==> config.mk <==
export PLATFORM = sky130hd
export DESIGN_NAME = xorshift_rng
export DESIGN_NICKNAME = d
export VERILOG_FILES = /design/src/rtl/xorshift_rng.sv
export SDC_FILE = /design/constraint.sdc
export NUM_CORES = 1
export LEC_CHECK = 0
export ABC_AREA = 1
export BUFFER_PORTS_ARGS = -buffer_cell sky130_fd_sc_hd__buf_2
export CAP_MARGIN = 20
export CORE_UTILIZATION = 62
export DETAILED_ROUTE_END_ITERATION = 10
export PLACE_DENSITY = 0.86
export SYNTH_ARGS = -nofsm -noshare
export SYNTH_HDL_FRONTEND = slang
export SYNTH_SLANG_ARGS = --single-unit
==> constraint.sdc <==
create_clock -name clk -period 5.7 [get_ports clk]
set_input_delay 1.14 -clock clk [delete_from_list [all_inputs] [get_ports clk]]
set_output_delay 1.14 -clock clk [all_outputs]
set_load 0.01 [all_outputs]
==> src/rtl/xorshift_rng.sv <==
// xorshift_rng: 64-bit xorshift generator that rejection-samples values into [start,last] under an AND-mask.
module xorshift_rng #(
    parameter logic [63:0] SEED_DEFAULT = 64'h1,
    parameter int          MAX_ITER     = 1024
) (
    input  logic        clk,
    input  logic        reset,
    input  logic        seed_valid,
    input  logic [63:0] seed,
    input  logic        req_valid,
    output logic        req_ready,
    input  logic [31:0] req_start,
    input  logic [31:0] req_last,
    input  logic [31:0] req_mask,
    output logic        rsp_valid,
    input  logic        rsp_ready,
    output logic [31:0] rsp_data,
    output logic        rsp_timeout
);
    typedef enum logic [1:0] {IDLE, GEN, RESP} state_t;
    localparam logic [15:0] LAST_TRY = 16'(MAX_ITER - 1);
    state_t      r_state;
    logic [63:0] r_x;
    logic [15:0] r_cnt;
    logic [31:0] r_start, r_last, r_mask, r_data;
    logic        r_timeout;
    logic [63:0] w_x1, w_x2, w_x3;
    logic [31:0] w_val;
    logic        w_hit, w_last_try;
    assign w_x1       = r_x ^ (r_x << 13);
    assign w_x2       = w_x1 ^ (w_x1 >> 7);
    assign w_x3       = w_x2 ^ (w_x2 << 17);
    assign w_val      = w_x3[31:0] & r_mask;
    assign w_hit      = (w_val >= r_start) && (w_val <= r_last);
    assign w_last_try = r_cnt == LAST_TRY;
    assign req_ready   = r_state == IDLE;
    assign rsp_valid   = r_state == RESP;
    assign rsp_data    = r_data;
    assign rsp_timeout = r_timeout;
    // r_cnt holds the number of rejected attempts so far in the current request
    always_ff @(posedge clk) begin
        if (reset) begin
            r_state   <= IDLE;
            r_x       <= SEED_DEFAULT;
            r_cnt     <= '0;
            r_start   <= '0;
            r_last    <= '0;
            r_mask    <= '0;
            r_data    <= '0;
            r_timeout <= 1'b0;
        end else begin
            case (r_state)
                IDLE: begin
                    if (seed_valid)
                        r_x <= (seed == '0) ? SEED_DEFAULT : seed;
                    if (req_valid) begin
                        r_start <= req_start;
                        r_last  <= req_last;
                        r_mask  <= req_mask;
                        r_cnt   <= '0;
                        r_state <= GEN;
                    end
                end
                GEN: begin
                    r_x <= w_x3;
                    if (w_hit) begin
                        r_data    <= w_val;
                        r_timeout <= 1'b0;
                        r_state   <= RESP;
                    end else if (w_last_try) begin
                        r_data    <= '0;
                        r_timeout <= 1'b1;
                        r_state   <= RESP;
                    end else begin
                        r_cnt <= r_cnt + 16'd1;
                    end
                end
                RESP: begin
                    if (rsp_ready)
                        r_state <= IDLE;
                end
                default: r_state <= IDLE;
            endcase
        end
    end
endmodule

==> metrics.yaml, run 1 <==
die:
  pin_count: 200
  fp.coreArea_um2: 18700
  die_h_um: 140
  die_width_um: 140
  placementRows: 50
  die_area_um2: 19700
  initial_utilization: 0.633
placed_design:
  dp_slack_ns: 1.83
  gp_congestion: 0.944
  io_buffers: 199
  dp_hpwl_um: 24600
cts:
  numCtsBuffers: 23
  cts_resized: 0
  path_clk_slew_ns: 0.06
  cts_tree: "yes"
  numClockSinks: 211
  root_buffer: "clkbuf_16"
  post_cts_buffers: 0
  hold_buffers: 0
  ctsLongestPathBuffers: 3
  clk_latency_ns: 0.52
  h-tree-depth: 1
power:
  leakage_nw: 6.12
  peakVddDrop_mv: 0.500
  power_frac_comb: 0.625
  power_switching_mw: 5.09
  seqPwrFrac: 0.236
  swShare: 0.516
  power.density_nw_per_um2: 729
  p_clk_frac: 0.139
  p_int_mw: 4.78
drt:
  routedWlPerCell_um: 17.4
  antenna_left: 0
  drt-total-wl_um: 34200
  drc: 0
  drt_iter0_drc: 1129
  viasPerCell: 5.97
  dr.pass1.iters: 5
  vias: 11700
grt:
  grt_usage: 0.343
  grt_pass1_wl_um: 53800
  grt_antenna_before_repair: 3
  grt_pass1_vias: 10800
  grt_max_degree: 119
  grt-ovfl-total: 0
sta:
  final.setup_skew_ns: 0.0213
  timing.fmax_mhz: 248
  maxSlewHeadroom: 0.277
  worst_pin_slew_ns: 1.08
  slew_viol_final: 0
  finalCritPeriodShare: 0.707
  finalSetupViolations: 0
  fin_crit_ns: 4.03
  final.setup.worst_slack_ns: 1.67
  finalHoldViolCount: 0
  rsz0062_at_grt: "false"
  fin_setup_tns_ns: 0
setup_path:
  critPathCaptureType: "flip-flop"
  required_ns: 6.06
  critPathMaxFanout: 34
  rr_endpoint: "rsp_data[22]$_SDFFE_PP0P_"
  path_depth: 18
  r2r_start: "r_x[9]$_SDFFE_PP0P_"
  rr_worst_depth: 18
  criticalPathCategory: "flip-flop to flip-flop"
  cp_slowest_cell: "nor2_1"
  crit_path_start_kind: "flip-flop"
  reg2reg_slack_ns: 1.67
  crit_chain: "xnor2_1 -> xnor2_1 -> nor2_1 -> ha_1 -> nand2_1 -> nor2_1 -> a211oi_1 -> nand2_1 -> a21oi_1 -> nor2_1 -> nor2_1 -> nand2_1 -> nand2_1 -> nand2_2 -> nand2_4 -> nand3_4 -> nand3_1 -> a21oi_1"
  arrival_ns: 4.39
  crit_buf_inv: 0
  max_stage_delay_ns: 0.45
  path_delay_family: "simple AND/OR/NAND/NOR gates"
synthesis:
  ys_dominant_reg_cell: "dfxtp_1"
  ys_ff_latch: 211
  yosysWarningCount: 0
  synth_top_cell_area_share: 0.356
  synth_edf_count: 0
  synth_nets: 1806
  syn_inst: 1578
  synth_top_cell_by_area: "dfxtp_1"
  synth_common_cells: "dfxtp_1, a21oi_1, inv_1, nand2_1, o21ai_0"
  post-synth-top-count-cell: "dfxtp_1"
  ys_types: 37
  syn_avg_cell_area_um2: 7.51
  ys_seq_area_frac: 0.356
  syn_area_um2: 11800
  async_flop_share: 0
  synth.area.top_cells: "dfxtp_1, a21oi_1, ha_1"
job:
  drv_cap: 0
final_layout:
  area_growth_pct: 14.2
  fillers: 1468
  drive_gt1_frac: 0.157
  final_nets: 1946
run_status:
  status: "finished, final reports clean"
hold_path:
  min_to: "r_last[11]$_SDFFE_PP0P_"
  holdCritPathClass: "flip-flop to flip-flop"
  whs_path_depth: 2
  hp-start: "r_last[11]$_SDFFE_PP0P_"
-- through the flow --
step / utilization / hold WS [ns] / area [um2] / power [mW] / cells
after floorplan: - / 0.430 / 11800 / 6.84 / 1578
after CTS: 0.722 / 0.460 / 13500 / 9.69 / 1964
final: 0.723 / 0.461 / 13500 / 9.87 / 1966
after global routing: 0.723 / 0.484 / 13500 / 10.5 / 1965
after global placement: 0.686 / 0.444 / 12800 / 8.04 / 1926
after detailed placement: 0.686 / 0.451 / 12800 / 8.28 / 1926
-- tightest hold or removal path: cells and delay by family, from the launching register on --
| kind | cells | cell delay [ns] |
|---|---|---|
| DFF | 1 | 0.30 |
| buffers and inverters | 1 | 0.06 |
| AOI/OAI and AO/OA | 1 | 0.06 |
-- cells by family (layout without fill, tap and decap cells) --
kind of cell / Yosys count / after routing / share of synthesized area
simple gates: 463 / 463 / 0.186
other cells: 0 / 1 / 0
xor+xnor: 134 / 134 / 0.0991
fa+ha+maj: 63 / 63 / 0.0665
flops: 211 / 211 / 0.356
compound gates: 425 / 425 / 0.199
buf+inv: 282 / 435 / 0.0930
-- layer usage --
metal	up-vias	global-route usage	wire, um
li1	5605	-	-
met1	5387	0.448	14000
met2	640	0.554	15600
met3	103	0.0646	3330
met4	2	0.149	1290
met5	-	0	13
-- area by class of cell --
cell class / count / area (um2) / share of cell area
multi-input cells: 1085 / 6540 / 0.483
well taps: 234 / 293 / 0.0216
diodes: 1 / 2.50 / 0.000185
inverters: 189 / 712 / 0.0526
clock buffers: 32 / 639 / 0.0473
clock inverters: 6 / 36.3 / 0.00268
repair buffers: 208 / 1080 / 0.0801
flip-flops and latches: 211 / 4220 / 0.312
-- registers in the layout, summed over array words and instances (netlist names) --
| name | cells |
|---|---|
| r_cnt | 16 |
| r_last | 32 |
| r_mask | 32 |
| r_start | 32 |
| r_state | 2 |
| r_x | 64 |
| rsp_data | 32 |
| rsp_timeout | 1 |
-- worst max-delay path by stage --
| stage | startpoint | end |
|---|---|---|
| finish | r_x[9]$_SDFFE_PP0P_ | rsp_data[22]$_SDFFE_PP0P_ |
| global route | r_x[9]$_SDFFE_PP0P_ | rsp_data[17]$_SDFFE_PP0P_ |
| CTS | r_x[9]$_SDFFE_PP0P_ | rsp_data[22]$_SDFFE_PP0P_ |
| detailed placement | r_x[9]$_SDFFE_PP0P_ | rsp_data[17]$_SDFFE_PP0P_ |
| global placement | r_x[9]$_SDFFE_PP0P_ | rsp_data[4]$_SDFFE_PP0P_ |
| floorplan | r_x[10]$_SDFFE_PP0P_ | r_cnt[10]$_SDFFE_PP0P_ |
-- cell usage in the layout (no fill, tap or decap), types with 2 or more instances in the layout --
| cell type | Yosys | final |
|---|---|---|
| a211oi_1 | 6 | 6 |
| a21o_1 | 3 | 3 |
| a21oi_1 | 198 | 198 |
| and2_1 | 19 | 19 |
| buf_2 | 8 | 199 |
| buf_4 | 3 | 7 |
| clkbuf_1 | 73 | 6 |
| clkbuf_16 | 0 | 23 |
| clkbuf_8 | 0 | 3 |
| clkinv_2 | 0 | 4 |
| dfxtp_1 | 211 | 211 |
| ha_1 | 63 | 63 |
| inv_1 | 187 | 185 |
| inv_2 | 2 | 3 |
| nand2_1 | 160 | 159 |
| nand2_2 | 10 | 10 |
| nand2_4 | 5 | 6 |
| nand3_1 | 81 | 81 |
| nand3_2 | 4 | 4 |
| nand3_4 | 2 | 2 |
| nand4_1 | 44 | 44 |
| nor2_1 | 103 | 102 |
| nor3_1 | 13 | 13 |
| nor4_1 | 18 | 18 |
| o211ai_1 | 76 | 76 |
| o21ai_0 | 135 | 135 |
| o221a_2 | 2 | 2 |
| xnor2_1 | 89 | 89 |
| xor2_1 | 45 | 45 |
-- power groups by stage --
stage               logic, mW  clock network [mW]  registers, mW
floorplan                4.60                   0           2.24
global placement         5.72                   0           2.32
detailed placement       5.95                   0           2.34
CTS                      6.00                1.38           2.31
global route             6.73                1.44           2.36
finish                   6.16                1.38           2.33
(Power assumes the default switching activity.)
==> run 2, diff against run 1 <==
--- a/config.mk
+++ b/config.mk
@@ -8,9 +8,9 @@
 export ABC_AREA = 1
 export BUFFER_PORTS_ARGS = -buffer_cell sky130_fd_sc_hd__buf_2
 export CAP_MARGIN = 20
-export CORE_UTILIZATION = 62
+export CORE_UTILIZATION = 57
 export DETAILED_ROUTE_END_ITERATION = 10
-export PLACE_DENSITY = 0.86
+export PLACE_DENSITY = 0.8
 export SYNTH_ARGS = -nofsm -noshare
 export SYNTH_HDL_FRONTEND = slang
 export SYNTH_SLANG_ARGS = --single-unit
==> constraint.sdc (replaced) <==
create_clock -name clk -period 4.1 [get_ports clk]
set_input_delay 0.82 -clock clk [delete_from_list [all_inputs] [get_ports clk]]
set_output_delay 0.82 -clock clk [all_outputs]
set_load 0.01 [all_outputs]
==> run 2 against run 1 <==
  * Sequential power grew 39%
  * Worst hold slack lost 0.0025 ns
  * Wire length grew 2.0%
  * Combinational power grew 45%
  * Setup slack lost 1.3 ns
  * Global-route usage shrank 2.5 points
  * Via count shrank 0.77%
  * First-iteration DRC count grew 11%
  * Final cell count grew 2.5%
==> metrics.yaml, run 2 (synthesized netlist as in run 1, its figures left out) <==
run_status:
  status: "finished, final reports clean"
setup_path:
  critPathCaptureType: "flip-flop"
  cp_slowest_cell: "nor2_1"
  critPathMaxFanout: 33
  crit_buf_inv: 0
  max_stage_delay_ns: 0.44
  required_ns: 4.51
  path_delay_family: "simple AND/OR/NAND/NOR gates"
  crit_chain: "xnor2_1 -> xnor2_1 -> nor2_1 -> ha_1 -> nand2_1 -> nor2_1 -> a211oi_1 -> nand2_1 -> a21oi_1 -> nor2_1 -> nor2_1 -> nand2_1 -> nand2_1 -> nand2_2 -> nand2_4 -> nand2_2 -> nand2_4 -> nand3_1 -> nand2_1 -> nor2_1"
  criticalPathCategory: "flip-flop to flip-flop"
  arrival_ns: 4.17
  crit_path_start_kind: "flip-flop"
drt:
  wl_met3_um: 3010
  antenna_left: 0
  routedWlPerCell_um: 17.3
  drt_iter0_drc: 1256
  wl_met2_um: 15600
  drc: 0
  top_layer: "met4"
  met1Wirelength_um: 15300
  dr.pass1.iters: 6
  vias: 11600
  drt-total-wl_um: 34900
  viasPerCell: 5.78
sta:
  fin_setup_tns_ns: 0
  worst_pin_slew_ns: 0.901
  rsz0062_at_grt: "false"
  timing.fmax_mhz: 266
  slew_viol_final: 0
  finalSetupViolations: 0
  fin_crit_ns: 3.75
  finalHoldViolCount: 0
  finalCritPeriodShare: 0.915
  maxSlewHeadroom: 0.399
  final.setup_skew_ns: 0.00999
final_layout:
  design_area_um2: 13800
  multi_input_area_um2: 6540
  layoutNonFillerInstCount: 2016
  area_growth_pct: 16.1
  regArea_um2: 4220
  final_nets: 1960
  largest_reg_flops: 64
  layout_commonest_cell: "dfxtp_1"
  drive_gt1_frac: 0.166
  layout_common_cells: "dfxtp_1, buf_2, a21oi_1, inv_1, nand2_1"
  post-route-util: 0.678
  largest-register: "r_x"
  antenna_cells: 0
  fillers: 1719
placed_design:
  dp.cells: 1977
  dp_hpwl_um: 25500
  gp_congestion: 0.962
  io_buffers: 199
  dpl-instance-area_um2: 13000
power:
  power.total_mw: 14.2
  power_switching_mw: 7.27
  power.density_nw_per_um2: 1030
  p_clk_frac: 0.145
  peakVddDrop_mv: 0.594
  seqPwrFrac: 0.227
  swShare: 0.512
  leakage_nw: 6.23
  p_int_mw: 6.94
  power_frac_comb: 0.628
cts:
  root_buffer: "clkbuf_16"
  numClockSinks: 211
  ctsLongestPathBuffers: 3
  numCtsBuffers: 23
  hold_buffers: 0
  h-tree-depth: 1
  clk_latency_ns: 0.52
  post_cts_buffers: 0
  cts_resized: 0
  cts_tree: "yes"
  path_clk_slew_ns: 0.06
die:
  placementRows: 52
  die_width_um: 146
  fp.coreArea_um2: 20300
  die_h_um: 146
  die_area_um2: 21400
  pin_count: 200
  initial_utilization: 0.584
grt:
  grt_antenna_before_repair: 0
  grt_pass1_wl_um: 54500
  grt_usage: 0.318
  grt-ovfl-total: 0
  grt_pass1_vias: 10300
  grt_max_degree: 114
hold_path:
  holdCritPathClass: "flip-flop to flip-flop"
job:
  drv_cap: 0
==> run 2: changes by cell type in the layout (fill, tap and decap cells not counted) <==
cell / before / now
buf_4: 7 / 20
clkbuf_1: 6 / 2
clkbuf_8: 3 / 6
buf_12: 1 / 3
buf_8: 1 / 0
bufinv_16: 0 / 1
clkinv_2: 4 / 5
diode_2: 1 / 0
==> run 2: per-stage QoR <==
| step | hold slack (ns) | setup slack, ns |
|---|---|---|
| floorplan | 0.430 | 1.38 |
| global placement | 0.444 | 0.598 |
| detailed placement | 0.453 | 0.506 |
| CTS | 0.461 | 0.450 |
| global route | 0.478 | 0.164 |
| finish | 0.458 | 0.347 |
==> run 2: final cells by class <==
cell class | instances | area share
multi-input cells | 1085 | 0.475
flip-flops and latches | 211 | 0.307
repair buffers | 222 | 0.0877
inverters | 189 | 0.0518
clock buffers | 31 | 0.0484
well taps | 270 | 0.0246
clock inverters | 8 | 0.00519
==> run 2: worst paths after layout <==
check	startpoint	endpoint	slack (ns)	cells after the start
max	r_x[1]$_SDFFE_PP0P_	r_cnt[7]$_SDFFE_PP0P_	0.35	20
min	r_mask[4]$_SDFFE_PP0P_	r_mask[4]$_SDFFE_PP0P_	0.46	2
max reg2reg	r_x[1]$_SDFFE_PP0P_	r_cnt[7]$_SDFFE_PP0P_	0.35	20
min reg2reg	r_mask[4]$_SDFFE_PP0P_	r_mask[4]$_SDFFE_PP0P_	0.46	2
==> run 2: worst register-to-register path, delay by kind of cell, from the launching register on <==
kind / cells / cell delay, ns
AOI/OAI and AO/OA: 2 / 0.42
xor gates and xnor gates: 2 / 0.71
adders and majority gates: 1 / 0.34
DFF: 1 / 0.34
and+or+nand+nor: 15 / 1.84
==> run 2: power groups by stage <==
stage / Combinational (mW) / Sequential (mW) / Clock, mW
3_5_place_dp: 8.62 / 3.24 / 0
5_1_grt: 9.67 / 3.29 / 2.16
6_report: 8.92 / 3.23 / 2.06
3_3_place_gp: 8.45 / 3.23 / 0
2_1_floorplan: 6.39 / 3.12 / 0
4_1_cts: 8.70 / 3.21 / 2.06
==> run 2: layer usage <==
metal	track usage	up-vias
li1	-	5631
met1	0.451	5348
met2	0.495	589
met3	0.0434	79
met4	0.113	0
met5	0	-
